### src/rtl/mem_access_sequencer_if.sv
// mem_access_sequencer_if
//   Data-side bus and fence handshake between the memory access sequencer
//   and the bus/cache port.
//   master modport: sequencer side (drives the request and the fence request)
//   slave  modport: memory side (drives ready, the response and the fence ack)
//   Signals:
//     bus_valid/bus_ready      request handshake
//     bus_write                1=store 0=load
//     bus_addr                 doubleword-aligned address
//     bus_wdata/bus_wstrb      lane-shifted store data and byte enables
//     bus_rvalid/bus_rdata     response (load data or store ack)
//     bus_err                  access error, qualified by bus_rvalid
//     fence_req/fence_ack      drain request / drain complete
interface mem_access_sequencer_if;
    logic        bus_valid;
    logic        bus_ready;
    logic        bus_write;
    logic [63:0] bus_addr;
    logic [63:0] bus_wdata;
    logic [7:0]  bus_wstrb;
    logic        bus_rvalid;
    logic [63:0] bus_rdata;
    logic        bus_err;
    logic        fence_req;
    logic        fence_ack;

    modport master (
        output bus_valid, bus_write, bus_addr, bus_wdata, bus_wstrb, fence_req,
        input  bus_ready, bus_rvalid, bus_rdata, bus_err, fence_ack
    );

    modport slave (
        input  bus_valid, bus_write, bus_addr, bus_wdata, bus_wstrb, fence_req,
        output bus_ready, bus_rvalid, bus_rdata, bus_err, fence_ack
    );
endinterface

### src/rtl/mem_access_sequencer.sv
// mem_access_sequencer
//   Multi-cycle sequencer for load/store/fence ops from execute. Accepts one
//   op in IDLE, runs it on the 64-bit data bus (or the fence handshake),
//   stalls the pipeline meanwhile and retires it with a one-cycle done pulse
//   carrying extended load data or a fault cause.
//   Parameter: TIMEOUT_CYCLES - cycles waited per bus phase before a timeout
//     fault (0 disables the timeout).
//   Macro MEM_MISALIGN_TRAP_EN: when defined, misaligned ops fault with cause 1
//     and never reach the bus; when undefined, the address is force-aligned
//     to the access size and the op proceeds.
//   Ports:
//     clk, reset_n                core clock, async active-low reset
//     req_valid, mem_read/write/fence, mem_width, mem_zero_ext, addr, wdata
//                                 op from execute, stable while stall_out=1
//     stall_out                   req_valid & not retiring
//     done_out, rdata_out, fault_out, fault_cause
//                                 retirement pulse and its result
//     bus                         master side of mem_access_sequencer_if
module mem_access_sequencer #(
    parameter int unsigned TIMEOUT_CYCLES = 256
) (
    input  logic        clk,
    input  logic        reset_n,
    input  logic        req_valid,
    input  logic        mem_read,
    input  logic        mem_write,
    input  logic        mem_fence,
    input  logic [2:0]  mem_width,
    input  logic        mem_zero_ext,
    input  logic [63:0] addr,
    input  logic [63:0] wdata,
    output logic        stall_out,
    output logic        done_out,
    output logic [63:0] rdata_out,
    output logic        fault_out,
    output logic [1:0]  fault_cause,
    mem_access_sequencer_if.master bus
);

    typedef enum logic [2:0] {S_IDLE, S_ADDR, S_RESP, S_FENCE, S_DONE} state_t;

    // The counter holds cycles already spent in the current phase; the phase
    // is abandoned on the cycle that would bring it to TIMEOUT_CYCLES-1.
    localparam int unsigned WAIT_LIMIT = (TIMEOUT_CYCLES > 1) ? TIMEOUT_CYCLES - 2 : 0;

    state_t      state_q, state_d;
    logic        write_q;
    logic [1:0]  size_q;
    logic        zext_q;
    logic [63:0] addr_q;
    logic [63:0] wdata_q;
    logic [63:0] rdata_q;
    logic        fault_q;
    logic [1:0]  cause_q;
    logic [31:0] cnt_q;

    logic        mem_op;
    logic        width_bad;
    logic        trap;
    logic [63:0] align_mask;
    logic [63:0] addr_eff;
    logic        timeout_hit;
    logic        resp_hs;
    logic        fence_hs;
    logic        in_wait;
    logic [63:0] rshift;
    logic [63:0] load_ext;
    logic [7:0]  strb_base;

    always_comb begin
        mem_op     = mem_read | mem_write;
        width_bad  = mem_width[2];
        align_mask = (64'd1 << mem_width[1:0]) - 64'd1;
`ifdef MEM_MISALIGN_TRAP_EN
        trap       = |(addr & align_mask);
        addr_eff   = addr;
`else
        trap       = 1'b0;
        addr_eff   = addr & ~align_mask;
`endif
        in_wait     = (state_q == S_ADDR) || (state_q == S_RESP) || (state_q == S_FENCE);
        timeout_hit = (TIMEOUT_CYCLES != 0) && (cnt_q == WAIT_LIMIT);
        resp_hs     = (state_q == S_RESP) && bus.bus_rvalid;
        fence_hs    = (state_q == S_FENCE) && bus.fence_ack;
    end

    // Load lane extraction and extension
    always_comb begin
        rshift   = bus.bus_rdata >> {addr_q[2:0], 3'b000};
        load_ext = rshift;
        case (size_q)
            2'd0:    load_ext = zext_q ? {56'd0, rshift[7:0]}  : {{56{rshift[7]}},  rshift[7:0]};
            2'd1:    load_ext = zext_q ? {48'd0, rshift[15:0]} : {{48{rshift[15]}}, rshift[15:0]};
            2'd2:    load_ext = zext_q ? {32'd0, rshift[31:0]} : {{32{rshift[31]}}, rshift[31:0]};
            default: load_ext = rshift;
        endcase
    end

    // State register
    always_ff @(posedge clk or negedge reset_n) begin
        if (!reset_n) state_q <= S_IDLE;
        else          state_q <= state_d;
    end

    // Next-state logic
    always_comb begin
        state_d = state_q;
        case (state_q)
            S_IDLE: begin
                if (req_valid) begin
                    if (mem_op)         state_d = (width_bad || trap) ? S_DONE : S_ADDR;
                    else if (mem_fence) state_d = S_FENCE;
                    else                state_d = S_DONE;
                end
            end
            S_ADDR: begin
                if (bus.bus_ready)    state_d = S_RESP;
                else if (timeout_hit) state_d = S_DONE;
            end
            S_RESP: begin
                if (bus.bus_rvalid || timeout_hit) state_d = S_DONE;
            end
            S_FENCE: begin
                if (bus.fence_ack || timeout_hit) state_d = S_DONE;
            end
            S_DONE:  state_d = S_IDLE;
            default: state_d = S_IDLE;
        endcase
    end

    // Phase timeout counter
    always_ff @(posedge clk or negedge reset_n) begin
        if (!reset_n)                 cnt_q <= '0;
        else if (state_d != state_q)  cnt_q <= '0;
        else if (in_wait)             cnt_q <= cnt_q + 32'd1;
        else                          cnt_q <= '0;
    end

    // Op latch and result capture
    always_ff @(posedge clk or negedge reset_n) begin
        if (!reset_n) begin
            write_q <= 1'b0;
            size_q  <= '0;
            zext_q  <= 1'b0;
            addr_q  <= '0;
            wdata_q <= '0;
            rdata_q <= '0;
            fault_q <= 1'b0;
            cause_q <= '0;
        end else if (state_q == S_IDLE) begin
            if (req_valid) begin
                write_q <= mem_write;
                size_q  <= mem_width[1:0];
                zext_q  <= mem_zero_ext;
                addr_q  <= addr_eff;
                wdata_q <= wdata;
                rdata_q <= '0;
                fault_q <= mem_op & (width_bad | trap);
                cause_q <= !mem_op  ? 2'd0 :
                           width_bad ? 2'd3 :
                           trap      ? 2'd1 : 2'd0;
            end
        end else if (in_wait && state_d == S_DONE) begin
            // Leaving a wait phase without its handshake can only be a timeout
            if (resp_hs) begin
                if (bus.bus_err) begin
                    fault_q <= 1'b1;
                    cause_q <= 2'd2;
                end else if (!write_q) begin
                    rdata_q <= load_ext;
                end
            end else if (!fence_hs) begin
                fault_q <= 1'b1;
                cause_q <= 2'd2;
            end
        end
    end

    // Outputs
    always_comb begin
        case (size_q)
            2'd0:    strb_base = 8'h01;
            2'd1:    strb_base = 8'h03;
            2'd2:    strb_base = 8'h0F;
            default: strb_base = 8'hFF;
        endcase

        stall_out   = req_valid && (state_q != S_DONE);
        done_out    = (state_q == S_DONE);
        fault_out   = done_out & fault_q;
        fault_cause = done_out ? cause_q : 2'd0;
        rdata_out   = done_out ? rdata_q : '0;

        bus.bus_valid = 1'b0;
        bus.bus_write = 1'b0;
        bus.bus_addr  = '0;
        bus.bus_wdata = '0;
        bus.bus_wstrb = '0;
        bus.fence_req = (state_q == S_FENCE);
        if (state_q == S_ADDR) begin
            bus.bus_valid = 1'b1;
            bus.bus_write = write_q;
            bus.bus_addr  = {addr_q[63:3], 3'b000};
            bus.bus_wdata = wdata_q << {addr_q[2:0], 3'b000};
            bus.bus_wstrb = strb_base << addr_q[2:0];
        end
    end

endmodule

### src/flat_wrapper.sv
// flat-port wrapper written by rule: the top's interface ports become plain ports
module mem_access_sequencer_flat 
#(
    parameter int unsigned TIMEOUT_CYCLES = 256
)
  (clk, reset_n, req_valid, mem_read, mem_write, mem_fence, mem_width, mem_zero_ext, addr, wdata, stall_out, done_out, rdata_out, fault_out, fault_cause, bus_bus_valid, bus_bus_write, bus_bus_addr, bus_bus_wdata, bus_bus_wstrb, bus_fence_req, bus_bus_ready, bus_bus_rvalid, bus_bus_rdata, bus_bus_err, bus_fence_ack);
  mem_access_sequencer_if bus_i ();
  input  logic clk;
  input  logic reset_n;
  input  logic req_valid;
  input  logic mem_read;
  input  logic mem_write;
  input  logic mem_fence;
  input  logic [2:0] mem_width;
  input  logic mem_zero_ext;
  input  logic [63:0] addr;
  input  logic [63:0] wdata;
  output logic stall_out;
  output logic done_out;
  output logic [63:0] rdata_out;
  output logic fault_out;
  output logic [1:0] fault_cause;
  output wire logic [$bits(bus_i.bus_valid)-1:0] bus_bus_valid;
  output wire logic [$bits(bus_i.bus_write)-1:0] bus_bus_write;
  output wire logic [$bits(bus_i.bus_addr)-1:0] bus_bus_addr;
  output wire logic [$bits(bus_i.bus_wdata)-1:0] bus_bus_wdata;
  output wire logic [$bits(bus_i.bus_wstrb)-1:0] bus_bus_wstrb;
  output wire logic [$bits(bus_i.fence_req)-1:0] bus_fence_req;
  input wire logic [$bits(bus_i.bus_ready)-1:0] bus_bus_ready;
  input wire logic [$bits(bus_i.bus_rvalid)-1:0] bus_bus_rvalid;
  input wire logic [$bits(bus_i.bus_rdata)-1:0] bus_bus_rdata;
  input wire logic [$bits(bus_i.bus_err)-1:0] bus_bus_err;
  input wire logic [$bits(bus_i.fence_ack)-1:0] bus_fence_ack;
  assign bus_bus_valid = bus_i.bus_valid;
  assign bus_bus_write = bus_i.bus_write;
  assign bus_bus_addr = bus_i.bus_addr;
  assign bus_bus_wdata = bus_i.bus_wdata;
  assign bus_bus_wstrb = bus_i.bus_wstrb;
  assign bus_fence_req = bus_i.fence_req;
  assign bus_i.bus_ready = bus_bus_ready;
  assign bus_i.bus_rvalid = bus_bus_rvalid;
  assign bus_i.bus_rdata = bus_bus_rdata;
  assign bus_i.bus_err = bus_bus_err;
  assign bus_i.fence_ack = bus_fence_ack;
  mem_access_sequencer #(.TIMEOUT_CYCLES(TIMEOUT_CYCLES)) u_core (.clk(clk), .reset_n(reset_n), .req_valid(req_valid), .mem_read(mem_read), .mem_write(mem_write), .mem_fence(mem_fence), .mem_width(mem_width), .mem_zero_ext(mem_zero_ext), .addr(addr), .wdata(wdata), .stall_out(stall_out), .done_out(done_out), .rdata_out(rdata_out), .fault_out(fault_out), .fault_cause(fault_cause), .bus(bus_i));
endmodule
### config.mk
export PLATFORM = sky130hd
export DESIGN_NAME = mem_access_sequencer_flat
export DESIGN_NICKNAME = d
export VERILOG_FILES = /design/src/rtl/mem_access_sequencer_if.sv /design/src/rtl/mem_access_sequencer.sv /design/src/flat_wrapper.sv
export SDC_FILE = /design/constraint.sdc
export NUM_CORES = 1
export LEC_CHECK = 0
export BUFFER_PORTS_ARGS = -buffer_cell sky130_fd_sc_hd__buf_4
export CORE_UTILIZATION = 50
export CTS_CLUSTER_SIZE = 10
export DETAILED_ROUTE_END_ITERATION = 8
export PLACE_DENSITY = 0.77
export SLEW_MARGIN = 0
export SYNTH_ARGS = -nofsm -noshare
export SYNTH_HDL_FRONTEND = slang
export SYNTH_SLANG_ARGS = --single-unit
### constraint.sdc
create_clock -name clk -period 2.87 [get_ports clk]
set_clock_uncertainty 0.05 [all_clocks]
set_input_delay 0.1435 -clock clk [delete_from_list [all_inputs] [get_ports clk]]
set_output_delay 0.1435 -clock clk [all_outputs]
set_load 0.02 [all_outputs]
# After elaboration in Yosys (flattened, before gate mapping)
# Cells that the tools add are included.
# word_totals
ff_bits	234
out_inout_bits	208
wordCells	94
# classes
n_eq_ne	15
mux	43
n_shift	4
addsub	2
n_reduce_logical	15
bitwise	5
# ops
op	n
two-way mux 64 bit	12
one-hot mux 64 bit (3 select lines)	1
AND 64 bit	1
two-way mux 32 bit	2
NOT 64 bit	1
<< shifter 1 x 2 -> 64 bit, first input constant	1
<< shifter 64 x 6 -> 64 bit	1
right shift 64 x 6 -> 64 bit	1
subtractor 64 x 1 -> 64 bit, second input constant	1
adder 32 x 1 -> 32 bit, second input constant	1
== test 32 x 8 -> 1 bit, second input constant	1
two-way mux 3 bit	8
one-hot mux 8 bit (3 select lines)	1
two-way mux 2 bit	9
one-hot mux 3 bit (4 select lines)	1
two-way mux 1 bit	8
two-way mux 8 bit	1
<< shifter 8 x 3 -> 8 bit	1
== test 3 x 2 -> 1 bit, second input constant	2
== test 3 bit, second input constant	2
!= test 3 bit, second input constant	2
AND reduction 5 bit	1
logical AND 1 bit	4
logical OR 1 bit	4
other kinds (14)	17

# Depth between registers and ports, before layout
# Gate-level depths: netlist (run 1).
# depth
word_depth	8
mapped_depth	9

# Worst setup path after synthesis (run 1)
# No wires, ideal clock.
# synth_path
path_kind	register to output
start	register u_core.state_q[1]
end	output port bus_bus_wdata[0]
path_slack_ps	701
path_stages_with_launch	7
arrival_ps	1975
cell_sequence	dfrtp_1 -> clkbuf_1 -> or3b_1 -> inv_2 -> nand2_1 -> nor3_2 -> and2_1
# synth_between
elab_chain_cells	2
# synth_lines
element	line_no	source
start, declared	mem_access_sequencer.sv:46	state_t state_q, state_d;
start signal, assigned	mem_access_sequencer.sv:102	else state_q <= state_d;
== test 3 x 1 -> 1 bit	mem_access_sequencer.sv:200	if (state_q == S_ADDR) begin
two-way mux 64 bit	mem_access_sequencer.sv:200	
end, declared	flat_wrapper.sv:26	output wire logic [$bits(bus_i.bus_wdata)-1:0] bus_bus_wdata;
# Every way passes these cells.

# Worst setup path after layout (run 1)
# layout_path
start	register u_core.addr_q[1]
end	output port bus_bus_wdata[25]
# layout_between
elab_chain_cells	2
# layout_lines
element	line_no	source
start, declared	mem_access_sequencer.sv:50	logic [63:0] addr_q;
start signal, assigned	mem_access_sequencer.sv:155	addr_q <= addr_eff;
<< shifter 64 x 6 -> 64 bit	mem_access_sequencer.sv:204	bus.bus_wdata = wdata_q << {addr_q[2:0], 3'b000};
two-way mux 64 bit	mem_access_sequencer.sv:200	
# Every way passes these cells.

==> insert_results.sql, run 1 <==
INSERT INTO impl_metrics (metric_group, metric, value, unit) VALUES
('die', 'chipWidth', '173', 'um'),
('synthesis', 'netlist_top_cells_area', 'dfrtp_1 40%, nand2_1 11%, mux2i_1 7.1%, and2_1 6.0%, nor2_1 3.2%', ''),
('power', 'internal-power', '10.2', 'mW'),
('clock_network', 'root_buffer', 'clkbuf_16', ''),
('worst_hold_path', 'worstHoldPathCells', '4', ''),
('timing', 'period_share', '99.1', '%'),
('die', 'initial_core_util', '51.1', '%'),
('global_route', 'grt.total_usage', '37.2', '%'),
('worst_setup_path', 'worstPathRequired', '2680', 'ps'),
('status', 'run_status', 'completed', ''),
('layout', 'final_common_cell', 'buf_4', ''),
('clock_network', 'cts_tree', 'done', ''),
('worst_setup_path', 'ff2ff_path_depth', '6', ''),
('synthesis', 'asyncSetResetFlopFracSynth', '100', '%'),
('global_route', 'grt_first_pass_wirelength', '87900', 'um'),
('worst_setup_path', 'worstSetupStartpointType', 'register', ''),
('worst_setup_path', 'flop2flop_setup_slack', '330', 'ps'),
('timing', 'fmax', '352', 'MHz'),
('worst_setup_path', 'worst_ep_arrival_time', '2650', 'ps'),
('drt', 'avgRoutedWirePerCell', '21.8', 'um'),
('worst_setup_path', 'critPathMaxFanout', '25', ''),
('global_route', 'grt_pass1_vias', '15600', ''),
('synthesis', 'synth_flop_cell', 'dfrtp_1', ''),
('power', 'power.switching', '8.69', 'mW'),
('timing', 'relSlewSlack', '49.5', '%'),
('layout', 'final.fill_count', '2116', ''),
('power', 'power_per_cell_area', '919', 'nW/um^2'),
('die', 'rows', '62', ''),
('timing', 'rsz0062_at_grt', 'no', ''),
('placed_design', 'dp_cells', '2433', ''),
('flow_run', 'drv_cap', '0', ''),
('worst_hold_path', 'holdCritPathClass', 'in2reg', ''),
('synthesis', 'synth_edf_count', '0', ''),
('worst_hold_path', 'hold_end', 'u_core.rdata_q[61]$_DFFE_PN0P_', ''),
('worst_setup_path', 'worst_setup_path_end_kind', 'primary output', ''),
('global_route', 'antenna_found_initial', '3', ''),
('drt', 'antenna_violating_nets_post_route', '0', ''),
('global_route', 'grt_max_degree', '139', ''),
('drt', 'drt_drc_violations_left', '0', ''),
('synthesis', 'ys_seq_area_share', '39.7', '%'),
('timing', 'worstMarginPinSlew', '754', 'ps'),
('layout', 'num-nets-final', '2438', ''),
('worst_setup_path', 'criticalPathCategory', 'reg2out', ''),
('worst_setup_path', 'setup.worst_path.start', 'u_core.addr_q[1]$_DFFE_PN0P_', ''),
('timing', 'maxSlewViolCount', '0', ''),
('clock_network', 'cts.reportedPaths.clkPinSlew', '60', 'ps'),
('drt', 'routed_wl', '57300', 'um'),
('die', 'chipHeight', '173', 'um'),
('drt', 'vias', '15600', ''),
('drt', 'detail_route.vias_per_cell', '5.94', ''),
('synthesis', 'syn_avg_cell_area', '8.52', 'um^2'),
('timing', 'final.setup.tns', '0', 'ps'),
('placed_design', 'gp_congestion', '0.973', ''),
('layout', 'fraction_of_the_core_area_covered_by_cells_at_the_end_of_the_flow', '71.3', '%'),
('synthesis', 'synth_largest_area_cell', 'dfrtp_1', ''),
('synthesis', 'synth_top_area_share', '39.7', '%'),
('placed_design', 'dp.final_hpwl', '39400', 'um'),
('drt', 'drt_pass1_iterations', '6', ''),
('die', 'die_area', '30100', 'um^2'),
('layout', 'stdcell_count', '2626', ''),
('layout', 'drive_above_1_share', '26.7', '%'),
('power', 'total_leakage_power', '9.68', 'nW'),
('timing', 'post-route-min-period', '2840', 'ps'),
('layout', 'layout.cells.most_common_list', '453 x buf_4, 413 x nand2_1, 230 x dfrtp_1, 145 x dlygate4sd3_1, 140 x and2_1', ''),
('worst_setup_path', 'reg2reg_from', 'u_core.state_q[1]$_DFF_PN0_', ''),
('clock_network', 'clock_sink_count', '233', ''),
('power', 'pwr-share-clk', '16.8', '%'),
('synthesis', 'synth_area', '14700', 'um^2'),
('layout', 'area_growth_syn_to_fin', '39.6', '%'),
('drt', 'first_iter_violations', '1577', ''),
('clock_network', 'clock_tree.htree_level_count', '1', '');
-- worst max-delay path: stages, from the launching register on --
cell	delay (ps)
dfrtp_4	640
inv_2	290
buf_4	280
mux2i_1	320
nor2b_1	350
buf_4	210
-- kinds of logic (layout without fill, tap and decap cells) --
group                      after synthesis  after routing  share of synthesized area [%]
and+or+nand+nor                        839            839                           26.6
AOI/OAI and AO/OA                      323            323                           15.5
DFF                                    233            233                           39.7
buffers and inverters                  156            665                           4.84
muxes                                  142            142                           11.4
xor gates and xnor gates                29             29                           1.73
adders and majority gates                3              3                          0.255
other                                    1              8                         0.0255
-- registers in the layout, summed over array words and instances (netlist names) --
name	cells
u_core.cause_q	1
u_core.zext_q	1
u_core.rdata_q	64
u_core.state_q	3
u_core.cnt_q	32
u_core.size_q	2
u_core.write_q	1
u_core.addr_q	64
u_core.wdata_q	64
u_core.fault_q	1
-- per-layer routing --
| metal | global-route usage [%] | wire length (um) | vias up |
|---|---|---|---|
| li1 | - | - | 6937 |
| met1 | 46.1 | 21900 | 7495 |
| met2 | 62.4 | 27300 | 999 |
| met3 | 6.97 | 5180 | 179 |
| met4 | 18.4 | 2940 | 0 |
| met5 | 0 | 0 | - |
-- cell type report --
| type | count | area [um^2] | area share (%) |
|---|---|---|---|
| clock buffers | 35 | 758 | 3.70 |
| clock inverters | 3 | 18.8 | 0.0915 |
| diodes | 5 | 12.5 | 0.0610 |
| multi-input cells | 1339 | 8200 | 40.0 |
| flip-flops and latches | 233 | 5840 | 28.5 |
| repair buffers | 614 | 5160 | 25.1 |
| well taps | 384 | 480 | 2.34 |
| inverters | 13 | 48.8 | 0.238 |
-- synthesized netlist by cell type, types with 13 or more instances --
master	instances
mux4_2	18
a2bb2oi_1	15
nand4_1	15
dfrtp_1	233
xor2_1	21
nand2_1	414
a21oi_2	30
and2_1	140
nand3_1	49
nor3b_1	14
nor2_1	127
o21ai_1	33
clkbuf_1	90
mux2_2	13
a22oi_1	18
a21oi_1	79
o22ai_1	16
a221o_1	16
nor2b_1	30
o2bb2ai_1	14
a211oi_1	37
buf_2	26
mux2i_1	105
buf_4	15
o21ai_0	23
-- per-stage QoR --
step	instance area [um^2]	setup WS, ps	hold WS (ps)
6_report	20500	26.2	23.7
5_1_grt	20500	4.13	40.2
4_1_cts	20500	47.5	0.883
3_5_place_dp	18200	409	152
3_3_place_gp	18200	441	148
2_1_floorplan	14700	701	-202
-- power by group through the flow --
stage | sequential [mW] | clock, mW | combinational [mW]
floorplan | 4.88 | 0 | 6.82
global placement | 5.37 | 0 | 9.61
detailed placement | 5.38 | 0 | 9.75
CTS | 5.33 | 3.20 | 9.99
global route | 5.48 | 3.33 | 11.0
finish | 5.39 | 3.17 | 10.3
-- worst max path at each step --
| stage | cells past startpoint | to | slack, ps |
|---|---|---|---|
| final | 5 | bus_bus_wdata[25] | 30 |
| after CTS | 6 | bus_bus_wdata[41] | 50 |
| after global placement | 5 | u_core.rdata_q[14]$_DFFE_PN0P_ | 440 |
| after floorplan | 6 | bus_bus_wdata[0] | 700 |
| after global routing | 5 | bus_bus_wdata[25] | 4 |
| after detailed placement | 5 | u_core.rdata_q[12]$_DFFE_PN0P_ | 410 |
-- what timing repair did --
action                                  4_1_cts  5_1_grt
endpoints found under the setup margin        3        7
setup buffers                                 1        4
endpoints found under the hold margin       222        0
hold buffers                                145        0
gates resized for setup                       0        1
Note: power is estimated with default switching activity, not from simulation.
==> run 2, diff against run 1 <==
==> constraint.sdc (replaced) <==
create_clock -name clk -period 2.87 [get_ports clk]
set_clock_uncertainty 0.05 [all_clocks]
set_input_delay 0.4305 -clock clk [delete_from_list [all_inputs] [get_ports clk]]
set_output_delay 0.4305 -clock clk [all_outputs]
set_load 0.02 [all_outputs]
==> run 2 against run 1 <==
Against the previous run: wire length decreased by 6.4%; global-route usage decreased by 2.4 points; clock power increased by 1%; critical path type unchanged; highest routed layer unchanged; combinational power about the same; largest cell class unchanged; register-to-register slack improved by 20 ps; critical path depth increased by 1; sequential power about the same; final area decreased by 6.4%; worst setup slack got worse by 21 ps; die area unchanged.
==> insert_results.sql, run 2 (synthesis results as in run 1) <==
INSERT INTO impl_metrics (metric_group, metric, value, unit) VALUES
('status', 'run_status', 'completed', ''),
('worst_hold_path', 'worstHoldPathCells', '3', ''),
('clock_network', 'cts_tree', 'done', ''),
('power', 'seq_power_share', '28.5', '%'),
('worst_setup_path', 'worstPathRequired', '2390', 'ps'),
('global_route', 'grt_first_pass_wirelength', '82200', 'um'),
('drt', 'first_iter_violations', '1488', ''),
('timing', 'hold_viol_final', '0', ''),
('timing', 'period_share', '99.8', '%'),
('worst_setup_path', 'worst_ep_arrival_time', '2380', 'ps'),
('flow_run', 'drv_cap', '0', ''),
('power', 'total_leakage_power', '9.15', 'nW'),
('clock_network', 'root_buffer', 'clkbuf_16', ''),
('clock_network', 'tritoncts.num_buffers', '28', ''),
('global_route', 'grt.total_usage', '34.8', '%'),
('layout', 'reg_top3', 'u_core.addr_q: 64 flops, u_core.rdata_q: 64 flops, u_core.wdata_q: 64 flops', ''),
('drt', 'drt_drc_violations_left', '0', ''),
('layout', 'register_area', '5840', 'um^2'),
('timing', 'final.setup.tns', '0', 'ps'),
('die', 'io-pin-count', '414', ''),
('die', 'die_area', '30100', 'um^2'),
('die', 'chipHeight', '173', 'um'),
('timing', 'relSlewSlack', '52.5', '%'),
('timing', 'fmax', '349', 'MHz'),
('die', 'chipWidth', '173', 'um'),
('worst_setup_path', 'reg2reg_from', 'u_core.addr_q[0]$_DFFE_PN0P_', ''),
('timing', 'worst_hold_slack', '30.1', 'ps'),
('worst_hold_path', 'hp-start', 'wdata[49]', ''),
('worst_setup_path', 'ff2ff_path_depth', '6', ''),
('layout', 'num-nets-final', '2303', ''),
('layout', 'multiInputGateArea', '8240', 'um^2'),
('layout', 'final.fill_count', '2378', ''),
('clock_network', 'cts.reportedPaths.clkPinSlew', '60', 'ps'),
('timing', 'finalSetupViolations', '0', ''),
('layout', 'fraction_of_the_core_area_covered_by_cells_at_the_end_of_the_flow', '66.7', '%'),
('die', 'initial_core_util', '51.1', '%'),
('placed_design', 'preCtsSetupSlack', '353', 'ps'),
('layout', 'antenna_cells', '0', ''),
('timing', 'maxSlewViolCount', '0', ''),
('worst_setup_path', 'worst_setup_path_end_kind', 'primary output', ''),
('timing', 'worstMarginPinSlew', '710', 'ps'),
('die', 'core_area', '28800', 'um^2'),
('layout', 'final_common_cell', 'buf_4', ''),
('die', 'rows', '62', ''),
('power', 'power_switching_share', '46.0', '%'),
('clock_network', 'insertion_delay', '540', 'ps'),
('clock_network', 'clock_tree.htree_level_count', '1', ''),
('drt', 'routed_wl', '53600', 'um'),
('worst_setup_path', 'flop2flop_setup_slack', '350', 'ps'),
('power', 'internal-power', '10.1', 'mW'),
('worst_setup_path', 'criticalPathCategory', 'reg2out', ''),
('clock_network', 'clock_sink_count', '233', ''),
('global_route', 'grt_max_degree', '139', ''),
('power', 'worst_ir_drop_on_vdd', '0.505', 'mV'),
('power', 'power_per_cell_area', '978', 'nW/um^2'),
('drt', 'drt_pass1_iterations', '5', ''),
('worst_hold_path', 'holdCritPathClass', 'in2reg', ''),
('layout', 'layout.cells.most_common_list', '458 x buf_4, 412 x nand2_1, 230 x dfrtp_1, 140 x and2_1, 127 x nor2_1', ''),
('worst_setup_path', 'critPathMaxFanout', '9', ''),
('global_route', 'antenna_found_initial', '0', ''),
('drt', 'avgRoutedWirePerCell', '21.5', 'um'),
('timing', 'post-route-min-period', '2860', 'ps'),
('layout', 'area_growth_syn_to_fin', '30.6', '%'),
('clock_network', 'clock_path_buffers', '3', ''),
('drt', 'vias', '14500', ''),
('global_route', 'grt.overflow.total', '0', ''),
('timing', 'rsz0062_at_grt', 'yes', ''),
('timing', 'worst_slack', '5.59', 'ps'),
('global_route', 'grt_pass1_vias', '14200', ''),
('power', 'power.switching', '8.64', 'mW'),
('placed_design', 'dp.final_hpwl', '38300', 'um'),
('layout', 'drive_above_1_share', '29.2', '%'),
('power', 'comb_power_share', '54.4', '%'),
('drt', 'detail_route.vias_per_cell', '5.81', ''),
('worst_hold_path', 'hold_end', 'u_core.wdata_q[49]$_DFFE_PN0P_', ''),
('power', 'power.total', '18.8', 'mW'),
('worst_setup_path', 'critical_path.reg2reg.endpoint', 'u_core.rdata_q[11]$_DFFE_PN0P_', ''),
('power', 'pwr-share-clk', '17.1', '%'),
('placed_design', 'gp_congestion', '0.973', ''),
('drt', 'antenna_violating_nets_post_route', '0', ''),
('worst_setup_path', 'worstSetupStartpointType', 'register', ''),
('placed_design', 'port_buffers', '410', '');
==> run 2: cell count changes in the layout (fill, tap and decap cells not counted), moves of 3 or more <==
cell,before,now
mux2i_1,105,102
clkbuf_8,1,4
mux2i_2,0,3
dlygate4sd3_1,145,1
buf_12,14,11
buf_4,453,458
diode_2,5,0
buf_6,1,6
==> run 2: area by class of cell <==
class                           count  share of cell area [%]
Multi-Input combinational cell   1339                    42.9
Sequential cell                   233                    30.4
Timing Repair Buffer              479                    19.8
Clock buffer                       37                    4.03
Tap cell                          384                    2.50
Inverter                           13                   0.254
Clock inverter                      3                   0.137
==> run 2: timing repair <==
action | CTS | global route
resized for setup | 8 | 12
buffers inserted | 2 | 7
hold endpoints to repair | 49 | 0
hold buffers | 1 | 0
endpoints found under the setup margin | 23 | 21
gates cloned | 0 | 0
==> run 2: worst max-delay path by stage <==
| stage | from | endpoint | cells after the start |
|---|---|---|---|
| floorplan | u_core.state_q[1]$_DFF_PN0_ | bus_bus_wdata[0] | 6 |
| global placement | u_core.addr_q[0]$_DFFE_PN0P_ | bus_bus_wdata[59] | 6 |
| detailed placement | u_core.addr_q[0]$_DFFE_PN0P_ | u_core.rdata_q[11]$_DFFE_PN0P_ | 5 |
| CTS | u_core.addr_q[0]$_DFFE_PN0P_ | bus_bus_wdata[59] | 6 |
| global route | u_core.state_q[1]$_DFF_PN0_ | bus_bus_wdata[15] | 6 |
| finish | u_core.state_q[1]$_DFF_PN0_ | bus_bus_wdata[15] | 6 |
==> run 2: worst max-delay path: stages (launching register included) <==
cell and delay (ps):
dfrtp_1 380, or3b_1 450, inv_2 180, nand3_1 100, buf_4 210, nor2_1 320, buf_4 210
==> run 2: per-stage QoR <==
step,area (um^2),instances
6_report,19200,2488
3_5_place_dp,18200,2438
5_1_grt,19200,2488
2_1_floorplan,14700,1728
3_3_place_gp,18200,2438
4_1_cts,19100,2481
==> run 2: routing by layer <==
metal  track usage (%)  wire length, um  share of wire (%)  vias up
met4              17.9             2960                5.5        0
met3              6.18             4070                7.6      137
li1                  -                -                  -     6644
met2              56.2            24800                 46      752
met1              45.0            21800                 41     6925
met5                 0                0                  0        -
==> run 2: power groups by stage <==
stage / sequential, mW / combinational, mW / clock, mW
2_1_floorplan: 4.88 / 6.82 / 0
3_3_place_gp: 5.38 / 9.67 / 0
3_5_place_dp: 5.39 / 9.80 / 0
4_1_cts: 5.33 / 9.95 / 3.26
5_1_grt: 5.45 / 11.0 / 3.37
6_report: 5.36 / 10.2 / 3.21
